==> config.mk <==
export PLATFORM = sky130hd
export DESIGN_NAME = mem_arbiter_flat
export DESIGN_NICKNAME = d
export VERILOG_FILES = /design/src/rtl/mem_arbiter_if.sv /design/src/rtl/mem_arbiter.sv /design/src/flat_wrapper.sv
export SDC_FILE = /design/constraint.sdc
export NUM_CORES = 1
export LEC_CHECK = 0
export ABC_AREA = 1
export ABC_CLOCK_PERIOD_IN_PS = 5000
export CORE_ASPECT_RATIO = 1.4
export CORE_MARGIN = 2
export CORE_UTILIZATION = 41
export CTS_CLUSTER_SIZE = 24
export DETAILED_ROUTE_END_ITERATION = 12
export HOLD_SLACK_MARGIN = 0.15
export PLACE_DENSITY = 0.95
export RECOVER_POWER = 50
export SYNTH_ARGS = -nofsm -noshare
export SYNTH_HDL_FRONTEND = slang
export SYNTH_SLANG_ARGS = --single-unit
==> constraint.sdc <==
create_clock -name clk -period 5 [get_ports clk]
set_clock_uncertainty 0.1 [all_clocks]
set_input_delay 0.75 -clock clk [delete_from_list [all_inputs] [get_ports clk]]
set_output_delay 0.75 -clock clk [all_outputs]
set_load 0.02 [all_outputs]
==> src/rtl/mem_arbiter_if.sv <==
// mem_arbiter_if: request/response and memory-side signals of the unified memory arbiter.
// Ports (slave modport = arbiter view): if_* fetch port, d_* data port, mem_* memory strobes.
// Master modport is the environment view: requesters plus the synchronous-read memory.
interface mem_arbiter_if #(
  parameter int N        = 32,
  parameter int MEM_ADDR = 8
) ();
  logic                if_req;
  logic [MEM_ADDR-1:0] if_addr;
  logic [N-1:0]        if_rdata;
  logic                if_ready;
  logic                d_req;
  logic                d_we;
  logic [MEM_ADDR-1:0] d_addr;
  logic [N-1:0]        d_wdata;
  logic [N-1:0]        d_rdata;
  logic                d_ready;
  logic                mem_en;
  logic                mem_we;
  logic [MEM_ADDR-1:0] mem_addr;
  logic [N-1:0]        mem_wdata;
  logic [N-1:0]        mem_rdata;

  modport slave (
    input  if_req, if_addr, d_req, d_we, d_addr, d_wdata, mem_rdata,
    output if_rdata, if_ready, d_rdata, d_ready, mem_en, mem_we, mem_addr, mem_wdata
  );

  modport master (
    output if_req, if_addr, d_req, d_we, d_addr, d_wdata, mem_rdata,
    input  if_rdata, if_ready, d_rdata, d_ready, mem_en, mem_we, mem_addr, mem_wdata
  );
endinterface

==> src/rtl/mem_arbiter.sv <==
// mem_arbiter: shares one synchronous-read memory between the fetch port and the data port.
// Latency: req sampled at edge T -> memory access cycle T..T+1, ready pulse cycle T+1..T+2.
// Backpressure: ready stays low while the other port owns the memory; req is held until ready.
// Ports: clk, rst (async, active high), bus (mem_arbiter_if.slave), conflict_cnt (saturating).
// Optional macro MEM_ARB_ROUND_ROBIN_EN: conflicts go to the port not granted last
// (default build: data always wins a conflict).
module mem_arbiter #(
  parameter int N        = 32,
  parameter int MEM_ADDR = 8,
  parameter int CNT_W    = 16
) (
  input  logic             clk,
  input  logic             rst,
  mem_arbiter_if.slave     bus,
  output logic [CNT_W-1:0] conflict_cnt
);

  typedef enum logic [2:0] {IDLE, F_ACC, D_ACC, F_RSP, D_RSP} state_t;

  state_t              state_q, state_d;
  logic [MEM_ADDR-1:0] addr_q, addr_d;
  logic                we_q, we_d;
  logic [N-1:0]        wdata_q, wdata_d;
  logic [CNT_W-1:0]    cnt_q, cnt_d;

  logic                decide;
  logic                elig_f, elig_d;
  logic                pick_d;
  logic                d_wins_tie;

  logic                mem_en, mem_we, if_ready, d_ready;
  logic [MEM_ADDR-1:0] mem_addr;
  logic [N-1:0]        mem_wdata, if_rdata, d_rdata;

`ifdef MEM_ARB_ROUND_ROBIN_EN
  // last_d_q: 1 = data granted most recently, 0 = fetch (reset value)
  logic last_d_q, last_d_d;
  assign d_wins_tie = ~last_d_q;
`else
  assign d_wins_tie = 1'b1;
`endif

  always_comb begin
    state_d   = state_q;
    addr_d    = addr_q;
    we_d      = we_q;
    wdata_d   = wdata_q;
    cnt_d     = cnt_q;
`ifdef MEM_ARB_ROUND_ROBIN_EN
    last_d_d  = last_d_q;
`endif
    mem_en    = 1'b0;
    mem_we    = 1'b0;
    mem_addr  = '0;
    mem_wdata = '0;
    if_ready  = 1'b0;
    if_rdata  = '0;
    d_ready   = 1'b0;
    d_rdata   = '0;
    decide    = 1'b0;
    pick_d    = 1'b0;
    // A port being answered this cycle still has req high; it must not win again.
    elig_f    = bus.if_req && (state_q != F_RSP);
    elig_d    = bus.d_req  && (state_q != D_RSP);

    case (state_q)
      F_ACC: begin
        mem_en    = 1'b1;
        mem_addr  = addr_q;
        mem_wdata = wdata_q;
        state_d   = F_RSP;
      end
      D_ACC: begin
        mem_en    = 1'b1;
        mem_we    = we_q;
        mem_addr  = addr_q;
        mem_wdata = wdata_q;
        state_d   = D_RSP;
      end
      F_RSP: begin
        if_ready = 1'b1;
        if_rdata = bus.mem_rdata;
        decide   = 1'b1;
      end
      D_RSP: begin
        d_ready = 1'b1;
        d_rdata = we_q ? '0 : bus.mem_rdata;
        decide  = 1'b1;
      end
      default: decide = 1'b1;  // IDLE and unused encodings
    endcase

    // Grant from IDLE or either RSP state so accesses run back to back.
    if (decide) begin
      state_d = IDLE;
      if (elig_f && elig_d) begin
        pick_d = d_wins_tie;
        if (cnt_q != '1) cnt_d = cnt_q + CNT_W'(1);
      end else begin
        pick_d = elig_d;
      end
      if (elig_f || elig_d) begin
        state_d = pick_d ? D_ACC : F_ACC;
        addr_d  = pick_d ? bus.d_addr : bus.if_addr;
        we_d    = bus.d_we;
        wdata_d = bus.d_wdata;
`ifdef MEM_ARB_ROUND_ROBIN_EN
        last_d_d = pick_d;
`endif
      end
    end
  end

  always_ff @(posedge clk or posedge rst) begin
    if (rst) begin
      state_q  <= IDLE;
      addr_q   <= '0;
      we_q     <= 1'b0;
      wdata_q  <= '0;
      cnt_q    <= '0;
`ifdef MEM_ARB_ROUND_ROBIN_EN
      last_d_q <= 1'b0;
`endif
    end else begin
      state_q  <= state_d;
      addr_q   <= addr_d;
      we_q     <= we_d;
      wdata_q  <= wdata_d;
      cnt_q    <= cnt_d;
`ifdef MEM_ARB_ROUND_ROBIN_EN
      last_d_q <= last_d_d;
`endif
    end
  end

  assign bus.mem_en    = mem_en;
  assign bus.mem_we    = mem_we;
  assign bus.mem_addr  = mem_addr;
  assign bus.mem_wdata = mem_wdata;
  assign bus.if_ready  = if_ready;
  assign bus.if_rdata  = if_rdata;
  assign bus.d_ready   = d_ready;
  assign bus.d_rdata   = d_rdata;
  assign conflict_cnt  = cnt_q;

endmodule

==> src/flat_wrapper.sv <==
// flat-port wrapper written by rule: the top's interface ports become plain ports
module mem_arbiter_flat 
#(
  parameter int N        = 32,
  parameter int MEM_ADDR = 8,
  parameter int CNT_W    = 16
)
  (clk, rst, conflict_cnt, bus_if_req, bus_if_addr, bus_d_req, bus_d_we, bus_d_addr, bus_d_wdata, bus_mem_rdata, bus_if_rdata, bus_if_ready, bus_d_rdata, bus_d_ready, bus_mem_en, bus_mem_we, bus_mem_addr, bus_mem_wdata);
  mem_arbiter_if #(.N(N), .MEM_ADDR(MEM_ADDR)) bus_i ();
  input  logic clk;
  input  logic rst;
  output logic [CNT_W-1:0] conflict_cnt;
  input wire logic [$bits(bus_i.if_req)-1:0] bus_if_req;
  input wire logic [$bits(bus_i.if_addr)-1:0] bus_if_addr;
  input wire logic [$bits(bus_i.d_req)-1:0] bus_d_req;
  input wire logic [$bits(bus_i.d_we)-1:0] bus_d_we;
  input wire logic [$bits(bus_i.d_addr)-1:0] bus_d_addr;
  input wire logic [$bits(bus_i.d_wdata)-1:0] bus_d_wdata;
  input wire logic [$bits(bus_i.mem_rdata)-1:0] bus_mem_rdata;
  output wire logic [$bits(bus_i.if_rdata)-1:0] bus_if_rdata;
  output wire logic [$bits(bus_i.if_ready)-1:0] bus_if_ready;
  output wire logic [$bits(bus_i.d_rdata)-1:0] bus_d_rdata;
  output wire logic [$bits(bus_i.d_ready)-1:0] bus_d_ready;
  output wire logic [$bits(bus_i.mem_en)-1:0] bus_mem_en;
  output wire logic [$bits(bus_i.mem_we)-1:0] bus_mem_we;
  output wire logic [$bits(bus_i.mem_addr)-1:0] bus_mem_addr;
  output wire logic [$bits(bus_i.mem_wdata)-1:0] bus_mem_wdata;
  assign bus_i.if_req = bus_if_req;
  assign bus_i.if_addr = bus_if_addr;
  assign bus_i.d_req = bus_d_req;
  assign bus_i.d_we = bus_d_we;
  assign bus_i.d_addr = bus_d_addr;
  assign bus_i.d_wdata = bus_d_wdata;
  assign bus_i.mem_rdata = bus_mem_rdata;
  assign bus_if_rdata = bus_i.if_rdata;
  assign bus_if_ready = bus_i.if_ready;
  assign bus_d_rdata = bus_i.d_rdata;
  assign bus_d_ready = bus_i.d_ready;
  assign bus_mem_en = bus_i.mem_en;
  assign bus_mem_we = bus_i.mem_we;
  assign bus_mem_addr = bus_i.mem_addr;
  assign bus_mem_wdata = bus_i.mem_wdata;
  mem_arbiter #(.N(N), .MEM_ADDR(MEM_ADDR), .CNT_W(CNT_W)) u_core (.clk(clk), .rst(rst), .bus(bus_i), .conflict_cnt(conflict_cnt));
endmodule
==> run summary, run 1 <==
The run finished with clean final reports. The share of the cycle needed by the critical path after routing is 0.7140. The count of flip-flops with a built-in enable after synthesis is 0. The register clock-pin slew on the reported worst setup and hold paths came out at 0.05 ns. STA puts the critical path data arrival time at 2.72 ns. The length in cells of the worst reg-to-reg path came out at 8. The number of gates resized after CTS was 0. The floorplan row count is 40. The net count reported at finish came out at 815. The share of total power consumed by net switching is 0.4302. The placeable core region is 8458 um2. The launching instance or port of the critical path is u_core.state_q[2].

The clock latency on the worst-skew pair came out at around 0.32 ns. The design draws 0.002974 W. The number of sinks handled by clock tree synthesis is 60. The count of nets left with antenna violations once routing finished came out at 0.

In this run the clock root is driven by a clkbuf_16. The smallest hold slack is 0.4145 ns. The worst reg-to-reg setup slack is 1.45 ns. The number of global-route vias before repair is slightly below 4k. The final number of hold-violating endpoints was 0. OpenSTA, run right after detailed placement, puts the worst setup slack at roughly 1.9 ns. The ratio of total power to cell area is between 500 and 600 nW/um2.

Post-CTS timing repair inserted 0 buffers for setup. The tightest min-delay check is of the reg -> reg type. The internal power consumption came out at 0.001694 W. TritonCTS built the clock tree. The max-slew violation count is 0. IR analysis of the VDD net gives a maximum drop of 383.9 uV.

The max-slew headroom at the worst pin came out at 0.1109. The share of the Yosys chip area taken by registers is 0.4263. Counting tap cells, the placed design contains a total of approximately 800 instances. The number of distinct library cells after synthesis came out at 24. The average detailed-routed wire length per instance is 13.27 um. The static leakage is 2.874 nW. The number of buffers created by CTS is 9.

Timing would allow up to 0.2801 GHz. The maximum level of the CTS H-tree came out at 3. The count of cells along the worst hold path came out at 2. For this design the total switching power over the nets is around 0.0013 W. The worst register-to-register path ends at u_core.wdata_q[26]. The tool flagged a number of max-cap violations equal to 0. The number of buffers inserted by hold repair at cts is 0. The height of the die came out at between 100 and 150 um. The worst setup path category is reg -> out. The number of detailed-routing iterations run before antenna repair came out at 4. The post-synthesis to final-layout area growth is 66.36%. The number of nets produced by synthesis came out at 616. Setup repair after global routing left no endpoint under its margin.

The most common library cell in the layout ignoring fill and taps is clkdlybuf4s50_1. The area used by multi-input combinational logic is ~1500 um2. The count of cells in the finished layout, fillers not included, comes to 839. The final-layout setup total negative slack is 0 ns. The detailed-route wire length is 11.13 mm. The final setup violation count came out at 0. In the final layout, the share of cells above drive strength 1 is 0.03542.

Across every metal layer, demand over resource in global routing totals 0.2386. The synthesized netlist occupies a cell area of 3522 um2. STA classifies the critical path endpoint as a primary output. The effective utilization at floorplan is 0.4164.

The library cells used most frequently in the layout, excluding fill and tap cells, are clkdlybuf4s50_1 (187), nand2_1 (141), nor2_1 (126). The total via count in the routed design is 4003. The async set-reset flop share out of synthesis is 1.000. The average via count per standard cell came out at 4.771. The die covers 9359 um2. The leftover overflow at the end of global routing came out at 0. The count of input and output buffers came out at 208.

The pin count of the biggest net entering global routing is between 80 and 90. Fill cells in the final layout number 670. The routability-driven placement congestion ratio came out at roughly 0.94. The largest fanout on the critical path came out at 42.

The worst setup margin is 1.430 ns. Of the total power, combinational logic draws 0.543. The number of antenna diodes came out at 0. The initial DRC count came out at 224. The most used flip-flop cell after synthesis is dfrtp_1. The longest clock path from root to sink contains 2 buffers. The share of total power in sequential cells came out at 0.255.

The combined flip-flop and latch cell area is between 1500 and 2000 um2. The minimum clock period after layout is ~3.6 ns. The initial antenna violation count is 0. The average footprint of a synthesized cell came out at 6.646 um2. After technology mapping, the gate count stands at 530. For this design the top-level I/O count stands at 209. The slew of the pin with the lowest slew margin came out at approximately 1.3 ns.

The destination of the critical timing path is bus_mem_wdata[27]. The required time at the endpoint of the critical path came out at 4.15 ns. The worst register-to-register path begins at u_core.state_q[2]. The sort of element at the start of the critical path is a flop. The flip-flop and latch count after synthesis came out at 60. Once detailed placement completed, the half-perimeter wirelength came to 8.641 mm.

The chip width came out at just over 80 um. The first-pass GRT wire length came out at between 15 and 20 mm. The count of unresolved DRC violations after routing came out at 0. For this run, the number of Yosys warnings is 0. The clock share of power came out at 0.202.
[synth_stat cells, types with 2 or more instances]
cell	instances	share of area
nand2_2	6	0.011
nor2_4	2	0.0064
nor2_2	2	0.0036
nand2_4	2	0.0064
nand3_1	24	0.034
inv_2	3	0.0032
clkbuf_1	10	0.011
buf_6	9	0.029
dfrtp_1	60	0.43
nand4_1	4	0.0071
o21ai_1	40	0.057
inv_1	94	0.10
nand2_1	137	0.15
nor2_1	125	0.13
xor2_1	3	0.0075
[kinds of logic after synthesis]
| kind of cell | synth area share |
|---|---|
| simple gates | 0.3503 |
| buf+inv | 0.1492 |
| flops | 0.4263 |
| compound gates | 0.06074 |
| xor+xnor | 0.009949 |
| fa+ha+maj | 0.003552 |
[worst min-delay path by stage]
stage / end / from
2_1_floorplan: u_core.wdata_q[0] / u_core.wdata_q[0]
3_3_place_gp: u_core.conflict_cnt[15] / u_core.conflict_cnt[15]
3_5_place_dp: u_core.wdata_q[23] / u_core.wdata_q[23]
4_1_cts: u_core.wdata_q[23] / u_core.wdata_q[23]
5_1_grt: u_core.addr_q[1] / u_core.addr_q[1]
6_report: u_core.wdata_q[23] / u_core.wdata_q[23]
[through the flow]
| stage | instance area, um2 | util |
|---|---|---|
| finish | 5859 | 0.6928 |
| global route | 5859 | 0.6928 |
| global placement | 5592 | 0.6611 |
| CTS | 5886 | 0.6959 |
| detailed placement | 5592 | 0.6611 |
| floorplan | 3522 | - |
[power by group through the flow]
stage                     sequential (W)  combinational (W)  clock [W]
after global placement          0.000755            0.00160          0
after CTS                       0.000760            0.00167   0.000609
after floorplan                 0.000759            0.00105          0
after detailed placement        0.000765            0.00166          0
after global routing            0.000779            0.00177   0.000633
final                           0.000759            0.00161   0.000600
[cell type report]
| class | instances | area share |
|---|---|---|
| sequential | 60 | 0.2562 |
| timing repair buffer | 209 | 0.3566 |
| clock buffer | 10 | 0.03908 |
| clock inverter | 6 | 0.01110 |
| tap | 105 | 0.02242 |
| multi-input combinational | 350 | 0.2507 |
| inverter | 99 | 0.06385 |
[metal layers]
layer	track usage	share of wire
met5	0	0
met4	0.1167	0.038
met3	0.05063	0.083
met2	0.4215	0.51
met1	0.2633	0.37
[worst max-delay path, cell delays in order (launching register included)]
cell             delay (ns)
dfrtp_1                0.38
inv_2                  0.06
nand3_1                0.13
nand2_1                0.11
inv_1                  0.97
nor2_1                 0.14
clkdlybuf4s50_1        0.60
[registers in the layout, indices dropped and copies added, names as in the netlist]
| signal | cells |
|---|---|
| u_core.wdata_q | 32 |
| u_core.conflict_cnt | 16 |
| u_core.addr_q | 8 |
| u_core.state_q | 3 |
| u_core.we_q | 1 |
(Power assumes the default switching activity.)
==> run 2: changes to the inputs <==
ABC_CLOCK_PERIOD_IN_PS = 3400   (was 5000)
CORE_UTILIZATION = 38   (was 41)
PLACE_DENSITY = 0.89   (was 0.95)
clock period = 3.4 ns   (was 5 ns; I/O delays follow)
==> run summary, run 2 (synthesized netlist as in run 1, its figures left out) <==
The run finished, with violations left. The final reports fail on max-capacitance violations. The placeable core region is 9029 um2 (+6.7%). For this design, the slowest cell found on the critical path is clkdlybuf4s50_1. The library cell used most frequently in the layout, excluding fill and tap cells, is clkdlybuf4s50_1. The net count reported at finish was 817 (+0.25%).

The max-slew headroom at the worst pin is 0.007652 (-0.1033). Ranked by flip-flop count, first place goes to u_core.wdata_q. The remaining antenna violation count after routing came out at 0 (unchanged). The longest individual stage delay on the worst path is 0.67 ns (-0.30 ns). The pin count of the biggest net entering global routing is 83 (unchanged). The number of filler cells placed in the layout came to 749 (+12%).

The chip width is 85.37 um (+3.7%). The worst IR drop on VDD came out at 506.6 uV (+32%). The routability-driven placement congestion ratio was 0.8676 (-8.0%).

The post-CTS setup buffer count is 0 (unchanged). The clock latency on the worst-skew pair is 0.33 ns (about the same). Of the available clock period, the critical path in the final layout requires 0.8543.

The floorplan row count was 41 (+2.5%). The initial DRC count is 143 (-36%). Setup repair after global routing left no endpoint under its margin. The number of buffers inserted by hold repair at cts came out at 0 (unchanged).

The kind of end point of the critical path is a primary output. The number of detailed-routing iterations run before antenna repair is 4 (unchanged). TritonCTS built the clock tree. The arrival time reported for the critical path endpoint is 2.29 ns (-0.43 ns). The final-layout setup total negative slack is 0 ns (unchanged). The number of antenna diodes is 0 (unchanged). The initial antenna violation count is 0 (unchanged). The worst setup path is of the reg -> out kind. The count of unresolved DRC violations after routing is 0 (unchanged). The count of cells along the worst hold path is 2 (unchanged). The maximum clock rate came out at 0.3443 GHz. The cell area after placement is 5609 um2 (+0.31%). The minimum clock period after layout came out at 2.904 ns.

The tree is rooted in a clkbuf_16. Traced cell by cell, the critical path runs through inv_2 > nand3_2 > nor2_1 > clkdlybuf4s50_1. The design area is 5883 um2 (+0.41%). The max-slew violation count is 0 (unchanged). The largest fanout on the critical path came out at 33 (-21%). The average via count per standard cell came out at 4.529 (-5.1%). The first-pass GRT wire length is 17.50 mm (+0.75%).

The height of the die came out at 117.9 um (+3.7%). In the layout the commonest cells are clkdlybuf4s50_1 (172), nand2_1 (141), nor2_1 (128). The register clock-pin slew on the reported worst setup and hold paths came out at 0.05 ns (about the same). The ratio of total power to cell area came to 747.5 nW/um2 (+47%).

The number of sinks handled by clock tree synthesis came out at 60 (unchanged). The detailed placement HPWL is 8.175 mm (-5.4%). The share of cells above drive strength 1 was 0.03940 (+0.003980).

The smallest hold slack is 0.4165 ns (+0.001959 ns). The worst setup path is launched from a flop. The met3 demand-to-capacity share in global routing came out at 0.06662 (+0.01599).

The static leakage came out at 2.943 nW (+2.4%). The final setup violation count is 0 (unchanged). The global router's overall resource usage came out at 0.2158 (-0.02285). The post-synthesis to final-layout area growth is 67.03%. The count of input and output buffers is 208 (unchanged). The length in cells of the worst reg-to-reg path came out at 9 (+1). The average detailed-routed wire length per instance was 12.74 um (-4.0%). The buffer levels on the longest clock path came out at 2 (unchanged). The number of buffers created by CTS is 9 (unchanged).

The maximum level of the CTS H-tree came out at 3 (unchanged). The number of global-route vias before repair came to 3842 (-0.23%). The number of stages on the worst setup path came to 4 (-2). The total via count in the routed design came out at 3818 (-4.6%). The detailed-route wire length came to 10.74 mm (-3.5%).

The post-route core utilization is 0.6516 (-0.04114). The max capacitance violation total is 1 (+1). The required time at the endpoint of the critical path is 2.79 ns (-1.36 ns). The leftover overflow at the end of global routing was 0 (unchanged).

The number of buffer and inverter stages on the critical path came out at 2 (-1). The global-route track usage on met1 is 0.2464 (-0.01684). met2 is the most crowded layer.

The die footprint came out at 10070 um2 (+7.6%). The kind of cell with the highest combined delay on the critical path is simple AND/OR/NAND/NOR gates. The global-route met2 utilization is 0.3774 (-0.04406). The post-CTS resize count came out at 0 (unchanged). The number of top-level pins came out at 209 (unchanged). The effective utilization at floorplan came out at 0.3901 (-0.02631). The worst hold-check path type is reg -> reg. The final number of hold-violating endpoints is 0 (unchanged). The slew of the pin with the lowest slew margin is 1.489 ns (+0.1564 ns).

The number of flip-flops under the largest register name came out at 32 (unchanged).
run 2: cell types whose count changed in the layout (fill, tap and decap cells not counted), moves of 2 or more:
cell	delta
clkdlybuf4s50_1	-15
dlygate4sd3_1	+15
nor2_4	-2
o21ai_0	-16
o21ai_1	+15
clkbuf_8	+2
nor2_1	+2
clkinv_4	-2
run 2: area by class of cell:
type / instances / area, um2 / share of cell area
multi-input combinational: 350 / 1468 / 0.2495
sequential: 60 / 1501 / 0.2552
inverter: 99 / 374.1 / 0.06359
clock inverter: 4 / 47.55 / 0.008082
tap: 107 / 133.9 / 0.02276
timing repair buffer: 211 / 2102 / 0.3573
clock buffer: 12 / 256.5 / 0.04360
run 2: power breakdown:
part           internal (W)  leakage (nW)  total (W)  switching, W
Sequential         0.000996         0.757    0.00111      0.000118
Combinational      0.000927          2.04    0.00236       0.00144
Clock              0.000604         0.149   0.000919      0.000315
run 2: per-stage QoR:
| step | total power (W) | setup WS (ns) | std cells |
|---|---|---|---|
| 2_1_floorplan | 0.002656 | 1.305 | 530 |
| 3_3_place_gp | 0.003469 | 0.8824 | 827 |
| 3_5_place_dp | 0.003544 | 0.7995 | 827 |
| 4_1_cts | 0.004484 | 0.4598 | 843 |
| 5_1_grt | 0.004708 | 0.2578 | 843 |
| 6_report | 0.004398 | 0.4955 | 843 |
run 2: path summary, 6_finish.rpt:
kind / to / slack [ns] / start
hold reg to reg: u_core.wdata_q[19] / 0.42 / u_core.wdata_q[19]
hold / removal: u_core.wdata_q[19] / 0.42 / u_core.wdata_q[19]
min in group asynchronous: u_core.conflict_cnt[15] / 1.03 / rst
setup / recovery: bus_if_rdata[14] / 0.50 / u_core.state_q[2]
max in group asynchronous: u_core.state_q[1] / 1.27 / rst
setup reg to reg: u_core.conflict_cnt[4] / 0.77 / u_core.state_q[0]
run 2: worst register-to-register path: cells and delay by family (launching register included):
family	cells	cell delay, ns
simple gates	7	1.42
buf+inv	2	0.59
flops	1	0.41
run 2: per-layer routing:
layer  vias to the layer above  wire [um]
li1                       1960          -
met1                      1702       4197
met2                       138       5600
met3                        18        721
met4                         0        223
met5                         -          0
